[config.mk]
export PLATFORM = sky130hd
export DESIGN_NAME = process_scheduler_flat
export DESIGN_NICKNAME = d
export VERILOG_FILES = /design/src/rtl/process_scheduler_if.sv /design/src/rtl/process_scheduler.sv /design/src/flat_wrapper.sv
export SDC_FILE = /design/constraint.sdc
export NUM_CORES = 1
export LEC_CHECK = 0
export ABC_AREA = 0
export CORE_ASPECT_RATIO = 0.8
export CORE_MARGIN = 4
export CORE_UTILIZATION = 62
export CTS_BUF_LIST = sky130_fd_sc_hd__clkbuf_8
export DETAILED_ROUTE_END_ITERATION = 6
export PLACE_DENSITY = 0.82
export SLEW_MARGIN = 20
export SYNTH_ARGS = -nofsm -noshare
export SYNTH_HDL_FRONTEND = slang
export SYNTH_SLANG_ARGS = --single-unit
[constraint.sdc]
create_clock -name clock -period 5.9 [get_ports clock]
set_clock_uncertainty 0.15 [all_clocks]
set_input_delay 0.885 -clock clock [delete_from_list [all_inputs] [get_ports clock]]
set_output_delay 0.885 -clock clock [all_outputs]
set_load 0.02 [all_outputs]
[src/rtl/process_scheduler_if.sv]
// Handshake and configuration bundle between the control unit, datapath PC
// logic and the round-robin process scheduler.
interface process_scheduler_if #(
    parameter int NPROC  = 4,
    parameter int ADDR_W = 12,
    parameter int QW     = 32
);
    localparam int ID_W = $clog2(NPROC);

    logic              cfg_we;
    logic              cfg_sel;
    logic [QW-1:0]     cfg_data;
    logic              proc_load;
    logic [ID_W-1:0]   proc_id;
    logic [ADDR_W-1:0] proc_pc;
    logic              tick;
    logic              proc_kill;
    logic [ADDR_W-1:0] cur_pc;
    logic              cs_ack;
    logic              cs_req;
    logic              load_pc;
    logic [ADDR_W-1:0] next_pc;
    logic [ID_W-1:0]   cur_id;
    logic              running;
    logic              idle;

    modport master (
        output cfg_we, cfg_sel, cfg_data, proc_load, proc_id, proc_pc,
        output tick, proc_kill, cur_pc, cs_ack,
        input  cs_req, load_pc, next_pc, cur_id, running, idle
    );

    modport slave (
        input  cfg_we, cfg_sel, cfg_data, proc_load, proc_id, proc_pc,
        input  tick, proc_kill, cur_pc, cs_ack,
        output cs_req, load_pc, next_pc, cur_id, running, idle
    );
endinterface

[src/rtl/process_scheduler.sv]
// Round-robin scheduler: per-slot saved PC table, retired-instruction quantum,
// and the context-switch handshake towards the datapath program counter.
module process_scheduler #(
    parameter int NPROC  = 4,
    parameter int ADDR_W = 12,
    parameter int QW     = 32
) (
    input  logic                 clock,
    input  logic                 reset,
    process_scheduler_if.slave   sched_bus
);
    localparam int ID_W = $clog2(NPROC);

    typedef enum logic [2:0] {
        ST_IDLE     = 3'd0,
        ST_SELECT   = 3'd1,
        ST_DISPATCH = 3'd2,
        ST_RUN      = 3'd3,
        ST_SWREQ    = 3'd4
    } state_t;

    // Nearest valid slot after base, wrapping through base itself; MSB = found.
    function automatic logic [ID_W:0] rr_pick(input logic [NPROC-1:0] vld,
                                              input logic [ID_W-1:0]  base);
        logic [ID_W:0]   res;
        logic [ID_W-1:0] idx;
        res = {(ID_W+1){1'b0}};
        for (int i = NPROC; i >= 1; i--) begin
            idx = base + ID_W'(i);
            if (vld[idx]) begin
                res = {1'b1, idx};
            end
        end
        return res;
    endfunction

    state_t            state_r;
    logic [QW-1:0]     quantum_r;
    logic              enable_r;
    logic [QW-1:0]     count_r;
    logic              kill_r;
    logic [NPROC-1:0]  valid_r;
    logic [ADDR_W-1:0] pc_r [NPROC];
    logic [ID_W-1:0]   cur_id_r;
    logic              cs_req_r;
    logic              load_pc_r;
    logic [ADDR_W-1:0] next_pc_r;
    logic              running_r;
    logic              idle_r;

    logic [QW-1:0]     q_eff_s;
    logic [QW:0]       count_plus1_s;
    logic [QW-1:0]     count_inc_s;
    logic              expire_s;
    logic [ID_W:0]     pick_s;
    logic              kill_clr_s;
    logic              save_s;

    // Quantum/expiry arithmetic, slot pick and table write strobes.
    always_comb begin
        q_eff_s       = quantum_r;
        count_plus1_s = {1'b0, count_r} + {{QW{1'b0}}, 1'b1};
        count_inc_s   = count_r;
        kill_clr_s    = 1'b0;
        save_s        = 1'b0;
        pick_s        = rr_pick(valid_r, cur_id_r);

        if (quantum_r == {QW{1'b0}}) begin
            q_eff_s = {{(QW-1){1'b0}}, 1'b1};
        end else begin
            q_eff_s = quantum_r;
        end

        // Saturate rather than wrap so a disabled-then-reenabled run still expires.
        if (count_plus1_s[QW]) begin
            count_inc_s = count_r;
        end else begin
            count_inc_s = count_plus1_s[QW-1:0];
        end

        expire_s = enable_r & sched_bus.tick & (count_plus1_s >= {1'b0, q_eff_s});

        case (state_r)
            ST_RUN: begin
                kill_clr_s = sched_bus.proc_kill;
                save_s     = 1'b0;
            end
            ST_SWREQ: begin
                kill_clr_s = sched_bus.proc_kill;
                if (sched_bus.cs_ack && !kill_r && !sched_bus.proc_kill) begin
                    save_s = 1'b1;
                end else begin
                    save_s = 1'b0;
                end
            end
            default: begin
                kill_clr_s = 1'b0;
                save_s     = 1'b0;
            end
        endcase
    end

    // Configuration registers, writable in any state.
    always_ff @(posedge clock or negedge reset) begin
        if (!reset) begin
            quantum_r <= QW'(32'd500000);
            enable_r  <= 1'b0;
        end else if (sched_bus.cfg_we) begin
            if (sched_bus.cfg_sel) begin
                enable_r <= sched_bus.cfg_data[0];
            end else begin
                quantum_r <= sched_bus.cfg_data;
            end
        end
    end

    // Process table: registration, PC save on switch, invalidation on halt.
    always_ff @(posedge clock or negedge reset) begin
        if (!reset) begin
            valid_r <= {NPROC{1'b0}};
            for (int i = 0; i < NPROC; i++) begin
                pc_r[i] <= {ADDR_W{1'b0}};
            end
        end else begin
            if (sched_bus.proc_load && !valid_r[sched_bus.proc_id]) begin
                valid_r[sched_bus.proc_id] <= 1'b1;
                pc_r[sched_bus.proc_id]    <= sched_bus.proc_pc;
            end
            if (save_s) begin
                pc_r[cur_id_r] <= sched_bus.cur_pc;
            end
            if (kill_clr_s) begin
                valid_r[cur_id_r] <= 1'b0;
            end
        end
    end

    // Scheduler FSM with registered handshake and status outputs.
    always_ff @(posedge clock or negedge reset) begin
        if (!reset) begin
            state_r   <= ST_IDLE;
            count_r   <= {QW{1'b0}};
            kill_r    <= 1'b0;
            cur_id_r  <= ID_W'(NPROC - 1);
            cs_req_r  <= 1'b0;
            load_pc_r <= 1'b0;
            next_pc_r <= {ADDR_W{1'b0}};
            running_r <= 1'b0;
            idle_r    <= 1'b1;
        end else begin
            case (state_r)
                ST_IDLE: begin
                    if (enable_r && (|valid_r)) begin
                        state_r <= ST_SELECT;
                        idle_r  <= 1'b0;
                    end else begin
                        state_r <= ST_IDLE;
                        idle_r  <= 1'b1;
                    end
                end
                ST_SELECT: begin
                    if (pick_s[ID_W]) begin
                        state_r   <= ST_DISPATCH;
                        cur_id_r  <= pick_s[ID_W-1:0];
                        next_pc_r <= pc_r[pick_s[ID_W-1:0]];
                        load_pc_r <= 1'b1;
                        running_r <= 1'b1;
                        count_r   <= {QW{1'b0}};
                    end else begin
                        state_r   <= ST_IDLE;
                        idle_r    <= 1'b1;
                    end
                end
                ST_DISPATCH: begin
                    state_r   <= ST_RUN;
                    load_pc_r <= 1'b0;
                end
                ST_RUN: begin
                    if (sched_bus.proc_kill) begin
                        state_r  <= ST_SWREQ;
                        kill_r   <= 1'b1;
                        cs_req_r <= 1'b1;
                    end else if (expire_s) begin
                        state_r  <= ST_SWREQ;
                        kill_r   <= 1'b0;
                        cs_req_r <= 1'b1;
                        count_r  <= count_inc_s;
                    end else if (enable_r && sched_bus.tick) begin
                        count_r  <= count_inc_s;
                    end else begin
                        count_r  <= count_r;
                    end
                end
                ST_SWREQ: begin
                    if (sched_bus.proc_kill) begin
                        kill_r <= 1'b1;
                    end
                    if (sched_bus.cs_ack) begin
                        state_r   <= ST_SELECT;
                        cs_req_r  <= 1'b0;
                        running_r <= 1'b0;
                    end
                end
                default: begin
                    state_r   <= ST_IDLE;
                    cs_req_r  <= 1'b0;
                    load_pc_r <= 1'b0;
                    running_r <= 1'b0;
                    idle_r    <= 1'b1;
                end
            endcase
        end
    end

    assign sched_bus.cs_req  = cs_req_r;
    assign sched_bus.load_pc = load_pc_r;
    assign sched_bus.next_pc = next_pc_r;
    assign sched_bus.cur_id  = cur_id_r;
    assign sched_bus.running = running_r;
    assign sched_bus.idle    = idle_r;

endmodule

[src/flat_wrapper.sv]
// flat-port wrapper written by rule: the top's interface ports become plain ports
module process_scheduler_flat 
#(
    parameter int NPROC  = 4,
    parameter int ADDR_W = 12,
    parameter int QW     = 32
)
  (clock, reset, sched_bus_cfg_we, sched_bus_cfg_sel, sched_bus_cfg_data, sched_bus_proc_load, sched_bus_proc_id, sched_bus_proc_pc, sched_bus_tick, sched_bus_proc_kill, sched_bus_cur_pc, sched_bus_cs_ack, sched_bus_cs_req, sched_bus_load_pc, sched_bus_next_pc, sched_bus_cur_id, sched_bus_running, sched_bus_idle);
  process_scheduler_if #(.NPROC(NPROC), .ADDR_W(ADDR_W), .QW(QW)) sched_bus_i ();
  input  logic clock;
  input  logic reset;
  input wire logic [$bits(sched_bus_i.cfg_we)-1:0] sched_bus_cfg_we;
  input wire logic [$bits(sched_bus_i.cfg_sel)-1:0] sched_bus_cfg_sel;
  input wire logic [$bits(sched_bus_i.cfg_data)-1:0] sched_bus_cfg_data;
  input wire logic [$bits(sched_bus_i.proc_load)-1:0] sched_bus_proc_load;
  input wire logic [$bits(sched_bus_i.proc_id)-1:0] sched_bus_proc_id;
  input wire logic [$bits(sched_bus_i.proc_pc)-1:0] sched_bus_proc_pc;
  input wire logic [$bits(sched_bus_i.tick)-1:0] sched_bus_tick;
  input wire logic [$bits(sched_bus_i.proc_kill)-1:0] sched_bus_proc_kill;
  input wire logic [$bits(sched_bus_i.cur_pc)-1:0] sched_bus_cur_pc;
  input wire logic [$bits(sched_bus_i.cs_ack)-1:0] sched_bus_cs_ack;
  output wire logic [$bits(sched_bus_i.cs_req)-1:0] sched_bus_cs_req;
  output wire logic [$bits(sched_bus_i.load_pc)-1:0] sched_bus_load_pc;
  output wire logic [$bits(sched_bus_i.next_pc)-1:0] sched_bus_next_pc;
  output wire logic [$bits(sched_bus_i.cur_id)-1:0] sched_bus_cur_id;
  output wire logic [$bits(sched_bus_i.running)-1:0] sched_bus_running;
  output wire logic [$bits(sched_bus_i.idle)-1:0] sched_bus_idle;
  assign sched_bus_i.cfg_we = sched_bus_cfg_we;
  assign sched_bus_i.cfg_sel = sched_bus_cfg_sel;
  assign sched_bus_i.cfg_data = sched_bus_cfg_data;
  assign sched_bus_i.proc_load = sched_bus_proc_load;
  assign sched_bus_i.proc_id = sched_bus_proc_id;
  assign sched_bus_i.proc_pc = sched_bus_proc_pc;
  assign sched_bus_i.tick = sched_bus_tick;
  assign sched_bus_i.proc_kill = sched_bus_proc_kill;
  assign sched_bus_i.cur_pc = sched_bus_cur_pc;
  assign sched_bus_i.cs_ack = sched_bus_cs_ack;
  assign sched_bus_cs_req = sched_bus_i.cs_req;
  assign sched_bus_load_pc = sched_bus_i.load_pc;
  assign sched_bus_next_pc = sched_bus_i.next_pc;
  assign sched_bus_cur_id = sched_bus_i.cur_id;
  assign sched_bus_running = sched_bus_i.running;
  assign sched_bus_idle = sched_bus_i.idle;
  process_scheduler #(.NPROC(NPROC), .ADDR_W(ADDR_W), .QW(QW)) u_core (.clock(clock), .reset(reset), .sched_bus(sched_bus_i));
endmodule
# Word level (Yosys, flattened, before mapping)
# Index checks and enable logic that the tools add are counted.
[word_totals]
n_memories = 0
romBits = 0
wordCells = 150
ff_bits = 139
latchBits = 0
mem_bits_rw = 0
[classes]
reduce_logical = 32
n_mul = 0
eq_ne = 11
n_div = 0
n_addsub = 4
mux = 61
bitwise_logic = 13
n_lt_le_gt_ge = 13
shifts = 0
[ops]
columns = ["operator", "count"]
rows = [
  ["$mux W32", 6],
  ["$bwmux W48", 2],
  ["$mux W48", 2],
  ["$pmux W32 S2", 1],
  ["$demux W12 S2", 2],
  ["$mux W12", 4],
  ["$add A32 B1 Y33 const B", 1],
  ["$ge A33 B32 Y1", 1],
  ["$logic_not A32 Y1", 1],
  ["$bmux W12 S2", 1],
  ["$mux W3", 7],
  ["$mux W1", 20],
  ["$lt A2 B3 Y1 const B", 5],
  ["$pmux W3 S5", 1],
  ["$reduce_and A2 Y1", 6],
  ["$reduce_or A3 Y1", 4],
  ["$bmux W1 S2", 5],
  ["$ge A3 B3 Y1 const B", 3],
  ["$logic_and A1 B1 Y1", 9],
  ["$not A2 Y3", 3],
  ["$pmux W1 S3", 3],
  ["$reduce_and A3 Y1", 3],
  ["$mux W4", 2],
  ["$ne A2 B2 Y1 const B", 4],
  ["24 further kinds", 38],
]

# Longest topological paths before layout
[depth]
word_depth = 10
mapped_depth = 17
ltp_nobuf = 15

# Worst setup path before layout
# Ideal clock, no wire load.
[synth_timing]
path_type = "flip-flop to flip-flop"
startpoint = "register u_core.count_r[0]"
endpoint = "register u_core.cs_req_r (netlist: u_core.sched_bus.cs_req)"
path_slack_ns = 2.128
setup_time_ns = 0.118
arrival_time_ns = 3.504
path_stages_with_launch = 14
cell_sequence = "dfrtp_1 -> ha_1 -> nand3_1 -> nor4_2 -> and4_1 -> xor2_1 -> ha_1 -> a21o_1 -> a221o_1 -> a221oi_1 -> o211ai_1 -> a211oi_1 -> o211ai_1 -> a21o_1"
[synth_via]
elab_chain_len = 5
[synth_rtl]
columns = ["element", "line_no", "rtl"]
rows = [
  ["start: declaration", "process_scheduler.sv:40", "logic [QW-1:0] count_r;"],
  ["start signal: assignment", "process_scheduler.sv:142", "count_r <= {QW{1'b0}};"],
  ["start signal: assignment", "process_scheduler.sv:168", "count_r <= {QW{1'b0}};"],
  ["start signal: assignment", "process_scheduler.sv:187", "count_r <= count_inc_s;"],
  ["$add A32 B1 Y33", "process_scheduler.sv:62", "count_plus1_s = {1'b0, count_r} + {{QW{1'b0}}, 1'b1};"],
  ["$ge A33 B32 Y1", "process_scheduler.sv:81", "expire_s = enable_r & sched_bus.tick & (count_plus1_s >= {1'b0, q_eff_s});"],
  ["$and A1 B1 Y1", "process_scheduler.sv:81", ""],
  ["$ne A3 B2 Y1 (no source line)", "--", ""],
  ["$reduce_and A3 Y1 (no source line)", "--", ""],
  ["end signal: assignment", "process_scheduler.sv:145", "cs_req_r <= 1'b0;"],
  ["end signal: assignment", "process_scheduler.sv:182", "cs_req_r <= 1'b1;"],
  ["end signal: assignment", "process_scheduler.sv:186", "cs_req_r <= 1'b1;"],
  ["end: declaration", "process_scheduler.sv:45", "logic cs_req_r;"],
]
# No other way between the ends.
# A chain may end at the register's enable or synchronous reset.

# Final worst setup path
# Ends and elaborated chain as after synthesis.

==> results by group <==
Power
  • Power Dens Cells: between 400 and 500 nW/µm²
  • Peak VDD IR: slightly below 0.0003 V
  • Static Leak: 4.26 nW

Global route
  • Pin count of the biggest net entering global routing: 64
  • Remaining Overflow, GRT: 0
  • Initial antenna violation count: 0
  • Total Routing Usage GR: 27.1%
  • First-pass GRT wire length: between 30000 and 40000 µm
  • Vias in the first global route: approximately 6300

Clocking
  • Post-CTS setup buffers: 0
  • CTS clk-pin slew, worst paths: around 0.08 ns
  • Clk sinks: approximately 140
  • CTS tree: done
  • Hold-fix buffers, CTS: 0
  • CTS Root Cell: clkbuf_8
  • # resized after CTS: 0
  • Clock latency on the worst-skew pair: 0.47 ns
  • Clock Path Buffers: 2
  • H-tree Lvls: 4
  • CTS Buf Count: 17

Synthesis
  • Post-synth EDFFs: 0
  • Yosys top cell area share: between 30% and 40%
  • Unique masters post-synth: 63
  • Post-Synth Adder-Cell Area: approximately 5.7%
  • Simple-Gate Fraction of Synth Area: 15.3%
  • Yosys warns: 0
  • Syn_area_per_cell: 9.42 µm²
  • Cell taking the most area after synthesis: dfrtp_1
  • Largest family of logic cells by synthesized area: compound AO/OA/AOI/OAI gates
  • Mapped Area: 8080 µm²
  • Synth Area in Compound Gates: 15.3%
  • Sequential element share of the synthesized area: 43.2%
  • Asr flop ratio synth: 100%
  • Yosys reg bits: ~140
  • Syn Inst Count: 857
  • Syn Nets: 960
  • Post-synthesis mux area share: approximately 12%
  • Top cells by area, synth: dfrtp_1 (40%), mux2i_1 (9.5%), ha_1 (5.7%)
  • Top_reg_cell synth: dfrtp_1
  • Synth Area in XOR/XNOR: under 10%

Layout
  • Commonest non-fill, non-tap cells in the layout: dfrtp_1 (129), nand2_1 (103), clkdlybuf4s50_1 (82)
  • Synthesis-to-layout area growth: 17.3%
  • Final Non-Filler Cells: around 1100
  • ANT cells: 0
  • Final nets: approximately 1000
  • Commonest non-fill, non-tap cell in the layout: dfrtp_1
  • Finished Cell Area: between 9000 and 10000 µm²
  • Multi-input gate area: approximately 4200 µm²
  • Fraction of layout cells with a size suffix above 1: a little over a tenth
  • Fillers: about 900
  • Reg area: between 3000 and 4000 µm²

Place
  • Placed instance count: about 1100
  • Placed inst area: approximately 9000 µm²
  • RePlAce Congestion: roughly 0.88
  • Hpwl dp: approximately 14000 µm
  • IO Port Bufs: 83

Timing
  • Final hold viol count: 0
  • Final setup violation count: 0
  • Final min period: approximately 4.5 ns
  • Slew at the pin closest to its max-slew limit: 1.09 ns
  • Max frequency: 221 MHz
  • Final Cycle Share: 76.8%
  • Worst slew margin: a little over a quarter
  • Fin Setup TNS: 0 ns
  • Unrepaired setup endpoints after global routing: no
  • Fin. max-slew vios: 0

Die
  • Die area: around 15000 µm²
  • Die W: approximately 140 µm
  • Io pins: 84
  • Initial Util: around 63%
  • # rows: 37
  • Core footprint: approximately 13000 µm²
  • Die Y: roughly 110 µm

Setup path
  • Worst reg2reg startpoint: u_core.count_r[0]$_DFFE_PN0P_
  • Required time worst endpoint: 6.11 ns
  • CP delay by family, top: compound AO/OA/AOI/OAI gates
  • CP Class: flip-flop to flip-flop
  • Worst EP arrival: ~4.7 ns
  • Startpoint types: flip-flop
  • FF-to-FF setup slack: around 1.4 ns
  • CP cell instances: ha_1 > nand3_1 > nor4_2 > and4_1 > xor2_1 > ha_1 > a21o_1 > a221o_1 > a221oi_1 > o211ai_1 > a211oi_1 > o211ai_1 > a21o_1
  • Max stage delay cell, worst path: nor4_2
  • Crit end category: flip-flop
  • Crit Path Max Fanout: 8
  • R2R depth: 13
  • Crit Reg-Reg Endpoint: u_core.sched_bus.cs_req$_DFFE_PN0P_
  • Bufs and invs on worst path: 0
  • Max incr delay on CP: approximately 0.70 ns

Detailed routing
  • Drt pass-1 iters: 5
  • WL final: a little under 20000 µm
  • DRC viols: 0
  • Routed len/inst: 17.8 µm
  • Initial drt markers: approximately 640
  • Antenna viol nets, final: 0
  • Vias per std cell: roughly 6
  • Vias: about 6500

Min path
  • Worst Hold Class: input port to async pin

Outcome
  • Status: complete, no violations

Run
  • Total of max-cap violations: 0
-- final cells by class --
| class | count | area share, % |
|---|---|---|
| multi-input combinational | 627 | 44.6 |
| sequential | 139 | 36.8 |
| timing repair buffer | 91 | 9.80 |
| clock buffer | 20 | 2.91 |
| tap | 175 | 2.31 |
| clock inverter | 12 | 1.78 |
| inverter | 44 | 1.74 |
-- registers in the layout, indices dropped and copies added (netlist names), 2 cells and up --
name and flops:
u_core.sched_bus.cur_id 2, u_core.valid_r 4, u_core.pc_r 48, u_core.quantum_r 32, u_core.count_r 32, u_core.state_r 3, u_core.sched_bus.next_pc 12
-- power by group --
group          internal (mW)  leakage, nW  switching, mW  total [mW]
combinational          0.845         2.31           1.00        1.84
clock                  0.491        0.224          0.373       0.863
sequential              1.24         1.73          0.233        1.48
-- kinds of logic after synthesis --
kind of cell               after synthesis
and+or+nand+nor                        257
AOI/OAI and AO/OA                      209
muxes                                   94
adders and majority gates               37
buffers and inverters                   91
DFF                                    139
xor gates and xnor gates                30
-- cells in the mapped netlist (2+ instances only) --
cell type  number
inv_1          44
ha_1           37
a21oi_1        69
a21o_1          5
and4_1         10
o21ai_0        61
a41oi_1         2
o21bai_1        3
nor2_1         79
a31oi_1         7
clkbuf_1       29
and3_1          5
nor3_1          3
buf_4           6
a221oi_1        4
nand2_1       103
mux2_2         15
xor2_1         15
buf_2           8
nand3_1        17
buf_8           2
a211oi_1        2
xnor2_1        15
o21ai_1        19
o211ai_1        3
o22ai_1         2
nor2b_1         2
nor4_1          8
o21ai_2        14
mux4_2          2
mux2i_1        77
dfstp_2        10
and2_1          4
o31ai_1        10
dfrtp_1       129
nand4_1         9
-- worst reg2reg max path: stages, from the launching register on --
cell      delay (ns)
dfrtp_1         0.43
ha_1            0.30
nand3_1         0.20
nor4_2          0.70
and4_1          0.37
xor2_1          0.21
ha_1            0.28
a21o_1          0.16
a221o_1         0.32
a221oi_1        0.34
o211ai_1        0.14
a211oi_1        0.38
o211ai_1        0.19
a21o_1          0.23
-- worst max-delay path by stage --
| stage | slack (ns) | cells past startpoint | from | endpoint |
|---|---|---|---|---|
| after floorplan | 2.13 | 13 | u_core.count_r[0]$_DFFE_PN0P_ | u_core.sched_bus.cs_req$_DFFE_PN0P_ |
| after global placement | 1.66 | 13 | u_core.count_r[0]$_DFFE_PN0P_ | u_core.sched_bus.cs_req$_DFFE_PN0P_ |
| after detailed placement | 1.48 | 13 | u_core.count_r[0]$_DFFE_PN0P_ | u_core.sched_bus.cs_req$_DFFE_PN0P_ |
| after CTS | 1.40 | 13 | u_core.count_r[0]$_DFFE_PN0P_ | u_core.sched_bus.cs_req$_DFFE_PN0P_ |
| after global routing | 1.01 | 13 | u_core.count_r[0]$_DFFE_PN0P_ | u_core.sched_bus.cs_req$_DFFE_PN0P_ |
| final | 1.37 | 13 | u_core.count_r[0]$_DFFE_PN0P_ | u_core.sched_bus.cs_req$_DFFE_PN0P_ |
-- stage by stage --
step	worst slack, ns	utilization, %	hold slack, ns	power, mW
finish	1.37	73.9	0.231	4.19
global route	1.01	73.9	0.247	4.43
CTS	1.40	73.5	0.224	4.12
detailed placement	1.48	70.0	0.315	3.24
global placement	1.66	70.0	0.311	3.17
floorplan	2.13	-	0.335	2.77
-- metal layers --
layer  wire (µm)  track usage, %
met5           0               0
met2        9060            40.5
met1        9140            38.5
met4         408            9.71
met3        1120            7.30
(Power assumes the default switching activity.)
